$ cat src/rtl/traffic_fsm.sv
// traffic_fsm -- main controller for a two-road intersection (main/side street)
// with a pedestrian walk phase.
//
// Phase sequence: main green -> main yellow -> [walk] -> side green
// [-> side green extension] -> side yellow -> main green. Every phase is timed
// in 1 Hz ticks; transitions happen only on tick cycles. Lamp outputs are
// registered and decoded from the state being entered, so they change on the
// same edge as the state.
//
// Optional feature macro: TLC_SIDE_EXT_EN
//   defined   : S_SG_EXT exists; side green is stretched by T_EXT ticks when
//               a side-street car is still present at base expiry.
//   undefined : S_SG always proceeds to S_SY; T_EXT is only range-checked.
//
// Parameters:
//   T_BASE  main-green minimum and base side-green duration (ticks)
//   T_EXT   side-green extension (ticks)
//   T_YEL   yellow duration (ticks)
//   T_WALK  walk-phase duration (ticks)
//   TW      timer width; every duration must be in 1..2^TW-1
//
// Ports:
//   clk         system clock
//   reset       synchronous, active-high
//   tick        one-clk-wide 1 Hz enable
//   sensor      side-street car present (synchronous)
//   wr          latched walk request from the walk register
//   main_light  {R,Y,G} one-hot, main street
//   side_light  {R,Y,G} one-hot, side street
//   walk        pedestrian walk lamp
//   wr_reset    clear strobe to the walk register
module traffic_fsm #(
  parameter int unsigned T_BASE = 6,
  parameter int unsigned T_EXT  = 3,
  parameter int unsigned T_YEL  = 2,
  parameter int unsigned T_WALK = 3,
  parameter int unsigned TW     = 4
) (
  input  logic       clk,
  input  logic       reset,
  input  logic       tick,
  input  logic       sensor,
  input  logic       wr,
  output logic [2:0] main_light,
  output logic [2:0] side_light,
  output logic       walk,
  output logic       wr_reset
);

  localparam logic [2:0] LAMP_R = 3'b100;
  localparam logic [2:0] LAMP_Y = 3'b010;
  localparam logic [2:0] LAMP_G = 3'b001;

  localparam int unsigned CNT_MAX = (1 << TW) - 1;

  localparam logic [TW-1:0] CNT_ONE  = TW'(1);
  localparam logic [TW-1:0] CNT_BASE = TW'(T_BASE);
  localparam logic [TW-1:0] CNT_YEL  = TW'(T_YEL);
  localparam logic [TW-1:0] CNT_WALK = TW'(T_WALK);
`ifdef TLC_SIDE_EXT_EN
  localparam logic [TW-1:0] CNT_EXT  = TW'(T_EXT);
`endif

  // Reject durations that would be truncated by the timer width or never expire.
  if (T_BASE < 1 || T_BASE > CNT_MAX ||
      T_EXT  < 1 || T_EXT  > CNT_MAX ||
      T_YEL  < 1 || T_YEL  > CNT_MAX ||
      T_WALK < 1 || T_WALK > CNT_MAX) begin : g_bad_duration
    $error("traffic_fsm: every duration must be in 1..2^TW-1");
  end

  typedef enum logic [2:0] {
    S_MG     = 3'd0,
    S_MY     = 3'd1,
    S_WALK   = 3'd2,
    S_SG     = 3'd3,
`ifdef TLC_SIDE_EXT_EN
    S_SG_EXT = 3'd4,
`endif
    S_SY     = 3'd5
  } state_e;

  state_e        state_q, state_d;
  logic [TW-1:0] cnt_q, cnt_d;
  logic [2:0]    main_q, main_d;
  logic [2:0]    side_q, side_d;
  logic          walk_q, walk_d;
  logic          wr_reset_q, wr_reset_d;

  logic          wr_eff;
  logic          done;

  function automatic logic [TW-1:0] dur(input state_e s);
    logic [TW-1:0] d;
    case (s)
      S_MG, S_SG: d = CNT_BASE;
      S_MY, S_SY: d = CNT_YEL;
      S_WALK:     d = CNT_WALK;
`ifdef TLC_SIDE_EXT_EN
      S_SG_EXT:   d = CNT_EXT;
`endif
      default:    d = CNT_BASE;
    endcase
    return d;
  endfunction

  // Next state and timer.
  always_comb begin
    state_d = state_q;
    cnt_d   = cnt_q;
    // The walk register is being cleared while wr_reset is high; its output
    // is stale during that cycle.
    wr_eff  = wr & ~wr_reset_q;
    // cnt==0 only occurs in the main-green hold; treating it as expired lets
    // that hold take a request on any tick (and recovers a corrupted timer).
    done    = tick && (cnt_q <= CNT_ONE);

    if (tick && (cnt_q > CNT_ONE)) begin
      cnt_d = cnt_q - CNT_ONE;
    end

    case (state_q)
      S_MG: begin
        if (done) begin
          if (sensor | wr_eff) state_d = S_MY;
          else                 cnt_d   = '0;
        end
      end
      S_MY: begin
        if (done) state_d = wr_eff ? S_WALK : S_SG;
      end
      S_WALK: begin
        if (done) state_d = sensor ? S_SG : S_MG;
      end
      S_SG: begin
`ifdef TLC_SIDE_EXT_EN
        if (done) state_d = sensor ? S_SG_EXT : S_SY;
`else
        if (done) state_d = S_SY;
`endif
      end
`ifdef TLC_SIDE_EXT_EN
      // Always leaves for yellow, so the extension is granted once per phase.
      S_SG_EXT: begin
        if (done) state_d = S_SY;
      end
`endif
      S_SY: begin
        if (done) state_d = S_MG;
      end
      default: state_d = S_MG;
    endcase

    // No state loops to itself, so a change of state is exactly an entry.
    if (state_d != state_q) begin
      cnt_d = dur(state_d);
    end
  end

  // Moore outputs decoded from the state being entered, then registered.
  always_comb begin
    main_d     = LAMP_R;
    side_d     = LAMP_R;
    walk_d     = 1'b0;
    wr_reset_d = (state_d == S_WALK) && (state_q != S_WALK);
    case (state_d)
      S_MG:     main_d = LAMP_G;
      S_MY:     main_d = LAMP_Y;
      S_WALK:   walk_d = 1'b1;
      S_SG:     side_d = LAMP_G;
`ifdef TLC_SIDE_EXT_EN
      S_SG_EXT: side_d = LAMP_G;
`endif
      S_SY:     side_d = LAMP_Y;
      default:  ;
    endcase
  end

  always_ff @(posedge clk) begin
    if (reset) begin
      state_q    <= S_MG;
      cnt_q      <= CNT_BASE;
      main_q     <= LAMP_G;
      side_q     <= LAMP_R;
      walk_q     <= 1'b0;
      wr_reset_q <= 1'b1;
    end else begin
      state_q    <= state_d;
      cnt_q      <= cnt_d;
      main_q     <= main_d;
      side_q     <= side_d;
      walk_q     <= walk_d;
      wr_reset_q <= wr_reset_d;
    end
  end

  assign main_light = main_q;
  assign side_light = side_q;
  assign walk       = walk_q;
  assign wr_reset   = wr_reset_q;

endmodule
$ cat config.mk
export PLATFORM = sky130hd
export DESIGN_NAME = traffic_fsm
export DESIGN_NICKNAME = d
export VERILOG_FILES = /design/src/rtl/traffic_fsm.sv
export SDC_FILE = /design/constraint.sdc
export NUM_CORES = 1
export LEC_CHECK = 0
export ABC_CLOCK_PERIOD_IN_PS = 1500
export CORE_MARGIN = 2
export CORE_UTILIZATION = 40
export CTS_BUF_LIST = sky130_fd_sc_hd__clkbuf_4 sky130_fd_sc_hd__clkbuf_8
export DETAILED_ROUTE_END_ITERATION = 8
export DONT_BUFFER_PORTS = 1
export GPL_TIMING_DRIVEN = 0
export SLEW_MARGIN = 20
export SYNTH_ARGS = -nofsm -noshare
export SYNTH_HDL_FRONTEND = slang
export SYNTH_SLANG_ARGS = --single-unit
$ cat constraint.sdc
create_clock -name clk -period 1.5 [get_ports clk]
set_input_delay 0.15 -clock clk [delete_from_list [all_inputs] [get_ports clk]]
set_output_delay 0.15 -clock clk [all_outputs]
set_load 0.02 [all_outputs]
==> flow_summary.json, run 1 <==
{
  "status": "complete, but fails checks",
  "violations": "negative setup slack",
  "p_leak_nw": 0.360,
  "grt_max_degree": 11,
  "io_buffers": 0,
  "min_path_type": "primary input to register",
  "intPower_uw": 553,
  "synth_area_um2": 797,
  "maxCapViolations": 0,
  "hold_viol": 0,
  "viasPerCell": 5.64,
  "clock_power_share": 0.308,
  "antenna_found_initial": 0,
  "area_delta_synth_final_pct": 18.5,
  "place_hpwl_um": 1250,
  "power.density_mw_per_mm2": 803,
  "seqPwrFrac": 0.553,
  "final_area_um2": 945,
  "p_comb_frac": 0.139,
  "relSlewSlack": 0.779,
  "holdWs_ns": 0.102,
  "routed_wirelength_um": 1780,
  "rrSetupSlack_ns": -0.06,
  "grt_pass1_wl_um": 2980,
  "drtIter0Drc": 12,
  "synthDistinctLibCells": 40,
  "cts_hold_buffers": 0,
  "netSwitchingFraction": 0.271,
  "ff_latch_area_um2": 307,
  "timing.final.crit_share": 1.04,
  "worst-path-max-fanout": 4,
  "root_buffer": "clkbuf_4",
  "avgRoutedWirePerCell_um": 14.5,
  "ys_seq_area_frac": 0.377,
  "synth_fp_nets": 95,
  "ys_seq_elements": 15,
  "cts_tree": "yes",
  "n_antenna_cell": 0,
  "synthCells": 88,
  "cp-start-kind": "register",
  "detail-route-antenna-nets": 0,
  "final_layout_size_suffix_gt1_frac": 0.326,
  "multi_input_area_um2": 485,
  "finalSetupViolations": 6,
  "clk_latency_ns": 0.28,
  "p_switching_uw": 206,
  "setup_ws_ns": -0.0555,
  "ir_drop_uv": 381,
  "die_h_um": 48.6,
  "gp_congestion": 0.827,
  "dieArea_mm2": 0.00237,
  "numCtsBuffers": 3,
  "worstMarginPinSlew_ns": 0.329,
  "htree_levels": 1,
  "fin_skew_ns": 0.000934,
  "core_mm2": 0.00192,
  "cp.required_ns": 1.68,
  "io_pins": 13,
  "grt_usage": 0.163,
  "max_freq_mhz": 643,
  "endpoint_kind": "register",
  "syn_avg_cell_area_um2": 9.06,
  "place_ws_ns": -0.152,
  "rsz0062_at_grt": "yes",
  "final_max_slew_viol_count": 0,
  "clkSinkCount": 15,
  "clk_transition_reported_paths_ns": 0.09,
  "grt_pass1_vias": 654,
  "fillCellCount": 201,
  "dr.pass1.iters": 4,
  "vias": 688,
  "drc": 0,
  "yosysWarnings": 0,
  "critPathKind": "register to register",
  "gr-total-overflow": 0,
  "num-nets-final": 103,
  "placed_area_um2": 846,
  "arrival_ns": 1.73,
  "die_w_um": 48.6,
  "rows": 16,
  "min_period_ns": 1.56,
  "initial_core_util": 0.415,
  "clock_path_buffers": 2,
  "tns_ns": -0.140
}
metal layers:
layer | share of wire | global-route usage | wire [µm]
met1 | 0.47 | 0.203 | 834
met2 | 0.47 | 0.269 | 834
met3 | 0.055 | 0.0617 | 97
met4 | 0.0051 | 0.0286 | 9
met5 | 0 | 0 | 0
synth_stat cells, drive strengths merged:
master | n | area share
a211o | 3 | 0.033
a211oi | 3 | 0.035
a21o | 1 | 0.0094
a21oi | 5 | 0.031
a221o | 1 | 0.013
a221oi | 2 | 0.022
a311o | 1 | 0.013
a311oi | 1 | 0.011
a31o | 1 | 0.011
a32o | 1 | 0.013
and2 | 3 | 0.024
and4bb | 1 | 0.016
buf | 6 | 0.052
dfxtp | 15 | 0.38
ha | 2 | 0.031
inv | 7 | 0.033
nand2 | 4 | 0.019
nand2b | 1 | 0.0079
nand3 | 1 | 0.0063
nand3b | 1 | 0.0094
nand4 | 2 | 0.016
nor2 | 4 | 0.022
nor2b | 3 | 0.024
nor3 | 2 | 0.019
nor3b | 2 | 0.019
nor4 | 1 | 0.0079
o2111a | 1 | 0.014
o2111ai | 2 | 0.022
o211a | 1 | 0.013
o211ai | 1 | 0.0094
o21ai | 4 | 0.025
o22ai | 1 | 0.0079
or2 | 2 | 0.016
or3b | 1 | 0.011
xor2 | 1 | 0.011
stage by stage:
stage	util	cells	power, mW
final	0.492	122	0.759
after global routing	0.492	122	0.800
after global placement	0.440	115	0.512
after floorplan	-	88	0.498
after detailed placement	0.440	115	0.515
after CTS	0.471	121	0.758
registers in the layout, indices dropped and copies added, names as in the netlist:
| signal | cells |
|---|---|
| cnt_q | 4 |
| main_light | 3 |
| side_light | 3 |
| state_q | 3 |
| walk | 1 |
| wr_reset | 1 |
placed cells by master (no fill, tap or decap), drive strengths merged, types with 4 or more instances in the layout:
cell,instances
dfxtp,15
nor2,4
inv,7
o21ai,4
nand2,4
a21oi,5
buf,8
clkbuf,4
area by class of cell:
type	instances	share of cell area
clock buffers	3	0.0238
repair buffers	4	0.0318
plain buffers	5	0.0344
multi-input cells	60	0.514
flip-flops and latches	15	0.325
well taps	27	0.0358
clock inverters	1	0.00530
inverters	7	0.0305
final timing paths:
kind	startpoint	to	cells past startpoint
worst max-delay path	cnt_q[0]$_SDFF_PP0_	side_light[2]$_SDFF_PP1_	6
worst min-delay path	reset	cnt_q[0]$_SDFF_PP0_	2
worst max register to register	cnt_q[0]$_SDFF_PP0_	side_light[2]$_SDFF_PP1_	6
worst min register to register	cnt_q[3]$_SDFF_PP0_	cnt_q[3]$_SDFF_PP0_	2
cells by family after synthesis:
logic type / count (synthesis) / share of synthesized area
buf+inv: 13 / 0.0848
flops: 15 / 0.377
compound gates: 29 / 0.281
simple gates: 28 / 0.215
fa+ha+maj: 2 / 0.0314
xor+xnor: 1 / 0.0110
power by group through the flow:
stage	clock network, mW	registers [mW]	logic, mW
floorplan	0	0.426	0.0716
global placement	0	0.428	0.0839
detailed placement	0	0.428	0.0867
CTS	0.243	0.419	0.0954
global route	0.261	0.421	0.117
finish	0.233	0.420	0.106
worst max-delay path, cell delays in order (launching register included):
cell,delay (ns)
dfxtp_4,0.39
inv_4,0.04
ha_4,0.15
or2_4,0.24
a311o_1,0.31
a211oi_2,0.26
a21oi_1,0.06
timing repair:
action / 4_1_cts / 5_1_grt
buffers inserted: 3 / 1
pin swaps: 3 / 4
hold endpoints to repair: 0 / 0
cloned: 0 / 0
endpoints found under the setup margin: 9 / 13
resized for setup: 5 / 9
(Power assumes the default switching activity.)
==> run 2: changes to the inputs <==
- MAX_ROUTING_LAYER: default -> met4
==> run 2 against run 1 <==
Net effect:
- maximum frequency is 0.19% lower
- highest routed layer unchanged
- flip-flop and latch count stayed put
- largest power group unchanged
- total power hardly changed
- clock skew hardly changed
- the run still ends with negative setup slack left
==> flow_summary.json, run 2 (synthesis results as in run 1) <==
{
  "grt_pass1_wl_um": 2980,
  "fillCellCount": 201,
  "drc": 0,
  "relSlewSlack": 0.781,
  "final_common_cell": "dfxtp_1",
  "final_max_slew_viol_count": 0,
  "worst-path-max-fanout": 4,
  "finalSetupViolations": 6,
  "grt_usage": 0.167,
  "max_freq_mhz": 642,
  "cts_tree": "yes",
  "htree_levels": 1,
  "final_layout_size_suffix_gt1_frac": 0.326,
  "grt_max_degree": 11,
  "power.density_mw_per_mm2": 804,
  "min_period_ns": 1.56,
  "ir_drop_uv": 384,
  "final_cell_mix": "dfxtp_1 (12), buf_4 (6), inv_1 (5), a21oi_1 (5), clkbuf_4 (4)",
  "place_inst": 115,
  "numCtsBuffers": 3,
  "hold_viol": 0,
  "num-nets-final": 103,
  "drtIter0Drc": 12,
  "clk_latency_ns": 0.29,
  "viasPerCell": 5.64,
  "maxCapViolations": 0,
  "reg2reg_from": "cnt_q[0]$_SDFF_PP0_",
  "io_pins": 13,
  "largest_reg_flops": 4,
  "endpoint_kind": "register",
  "n_antenna_cell": 0,
  "dieArea_mm2": 0.00237,
  "final_core_util": 0.492,
  "rsz0062_at_grt": "yes",
  "clock_path_buffers": 2,
  "p_leak_nw": 0.360,
  "status": "complete, but fails checks",
  "die_w_um": 48.6,
  "min_from": "reset",
  "dr.pass1.iters": 4,
  "die_h_um": 48.6,
  "io_buffers": 0,
  "setup_ws_ns": -0.0585,
  "antenna_found_initial": 0,
  "root_buffer": "clkbuf_4",
  "cp-start-kind": "register",
  "place_hpwl_um": 1250,
  "avgRoutedWirePerCell_um": 14.8,
  "core_mm2": 0.00192,
  "gp_congestion": 0.840,
  "arrival_ns": 1.74,
  "cp.required_ns": 1.68,
  "holdWs_ns": 0.101,
  "regMostFlops": "cnt_q",
  "totalPowerFinal_uw": 759,
  "critPathKind": "register to register",
  "gr-total-overflow": 0,
  "fin_skew_ns": 0.00142,
  "timing.final.crit_share": 1.04,
  "rows": 16,
  "detail-route-antenna-nets": 0,
  "violations": "negative setup slack",
  "worstMarginPinSlew_ns": 0.326,
  "min_path_type": "primary input to register",
  "cp_slowest_cell": "dfxtp_4",
  "clk_transition_reported_paths_ns": 0.09,
  "grt_pass1_vias": 648,
  "stdcell_count": 122,
  "clkSinkCount": 15,
  "path_buf_inv": 1,
  "area_delta_synth_final_pct": 18.5,
  "critPathTopFamily": "compound AO/OA/AOI/OAI gates",
  "startpoint": "cnt_q[0]$_SDFF_PP0_",
  "cts_hold_buffers": 0,
  "vias": 688,
  "crit_chain": "inv_4, ha_4, or2_4, a311o_1, a211oi_2, a21oi_1",
  "initial_core_util": 0.415,
  "routed_wirelength_um": 1800,
  "cp_slowest_stage_delay_ns": 0.39
}
run 2: cell counts in the layout (fill, tap and decap cells not counted):
No cell type changed its count.
run 2: layout make-up:
| type | count | area, µm² | area share |
|---|---|---|---|
| plain buffers | 5 | 32.5 | 0.0344 |
| clock inverters | 1 | 5.00 | 0.00530 |
| repair buffers | 4 | 30.0 | 0.0318 |
| well taps | 27 | 33.8 | 0.0358 |
| clock buffers | 3 | 22.5 | 0.0238 |
| inverters | 7 | 28.8 | 0.0305 |
| flip-flops and latches | 15 | 307 | 0.325 |
| multi-input cells | 60 | 485 | 0.514 |
run 2: worst paths after layout:
path                              end  slack (ns)  cells after the start
min reg2reg       cnt_q[3]$_SDFF_PP0_        0.61                      2
max reg2reg  side_light[2]$_SDFF_PP1_       -0.06                      6
min               cnt_q[0]$_SDFF_PP0_        0.10                      2
max          side_light[2]$_SDFF_PP1_       -0.06                      6
run 2: routing by layer:
layer | up-vias | routed length (µm) | global-route usage
li1 | 343 | - | -
met1 | 331 | 867 | 0.203
met2 | 12 | 847 | 0.269
met3 | 2 | 78 | 0.0617
met4 | 0 | 9 | 0.0286
met5 | - | 0 | -
run 2: timing repair:
item	4_1_cts	5_1_grt
gates cloned	0	0
setup buffers	3	1
gates resized for setup	5	9
pin swaps	3	4
setup endpoints to repair	9	13
run 2: metrics by stage:
stage	TNS (ns)	instance area (µm²)	worst slack, ns
floorplan	-0.0493	812	-0.0493
global placement	-0.429	846	-0.140
detailed placement	-0.502	846	-0.152
CTS	-0.230	905	-0.113
global route	-0.846	945	-0.164
finish	-0.149	945	-0.0585
run 2: power breakdown:
part	internal [mW]	switching (mW)	total [mW]
registers	0.408	0.0121	0.420
logic	0.0465	0.0593	0.106
clock network	0.0991	0.135	0.234
==> run 3: changes to the inputs <==
- CTS_CLUSTER_DIAMETER: default -> 150
==> results of run 3 <==
Same layout as run 2: the final DEF is identical, and so are final timing and power.
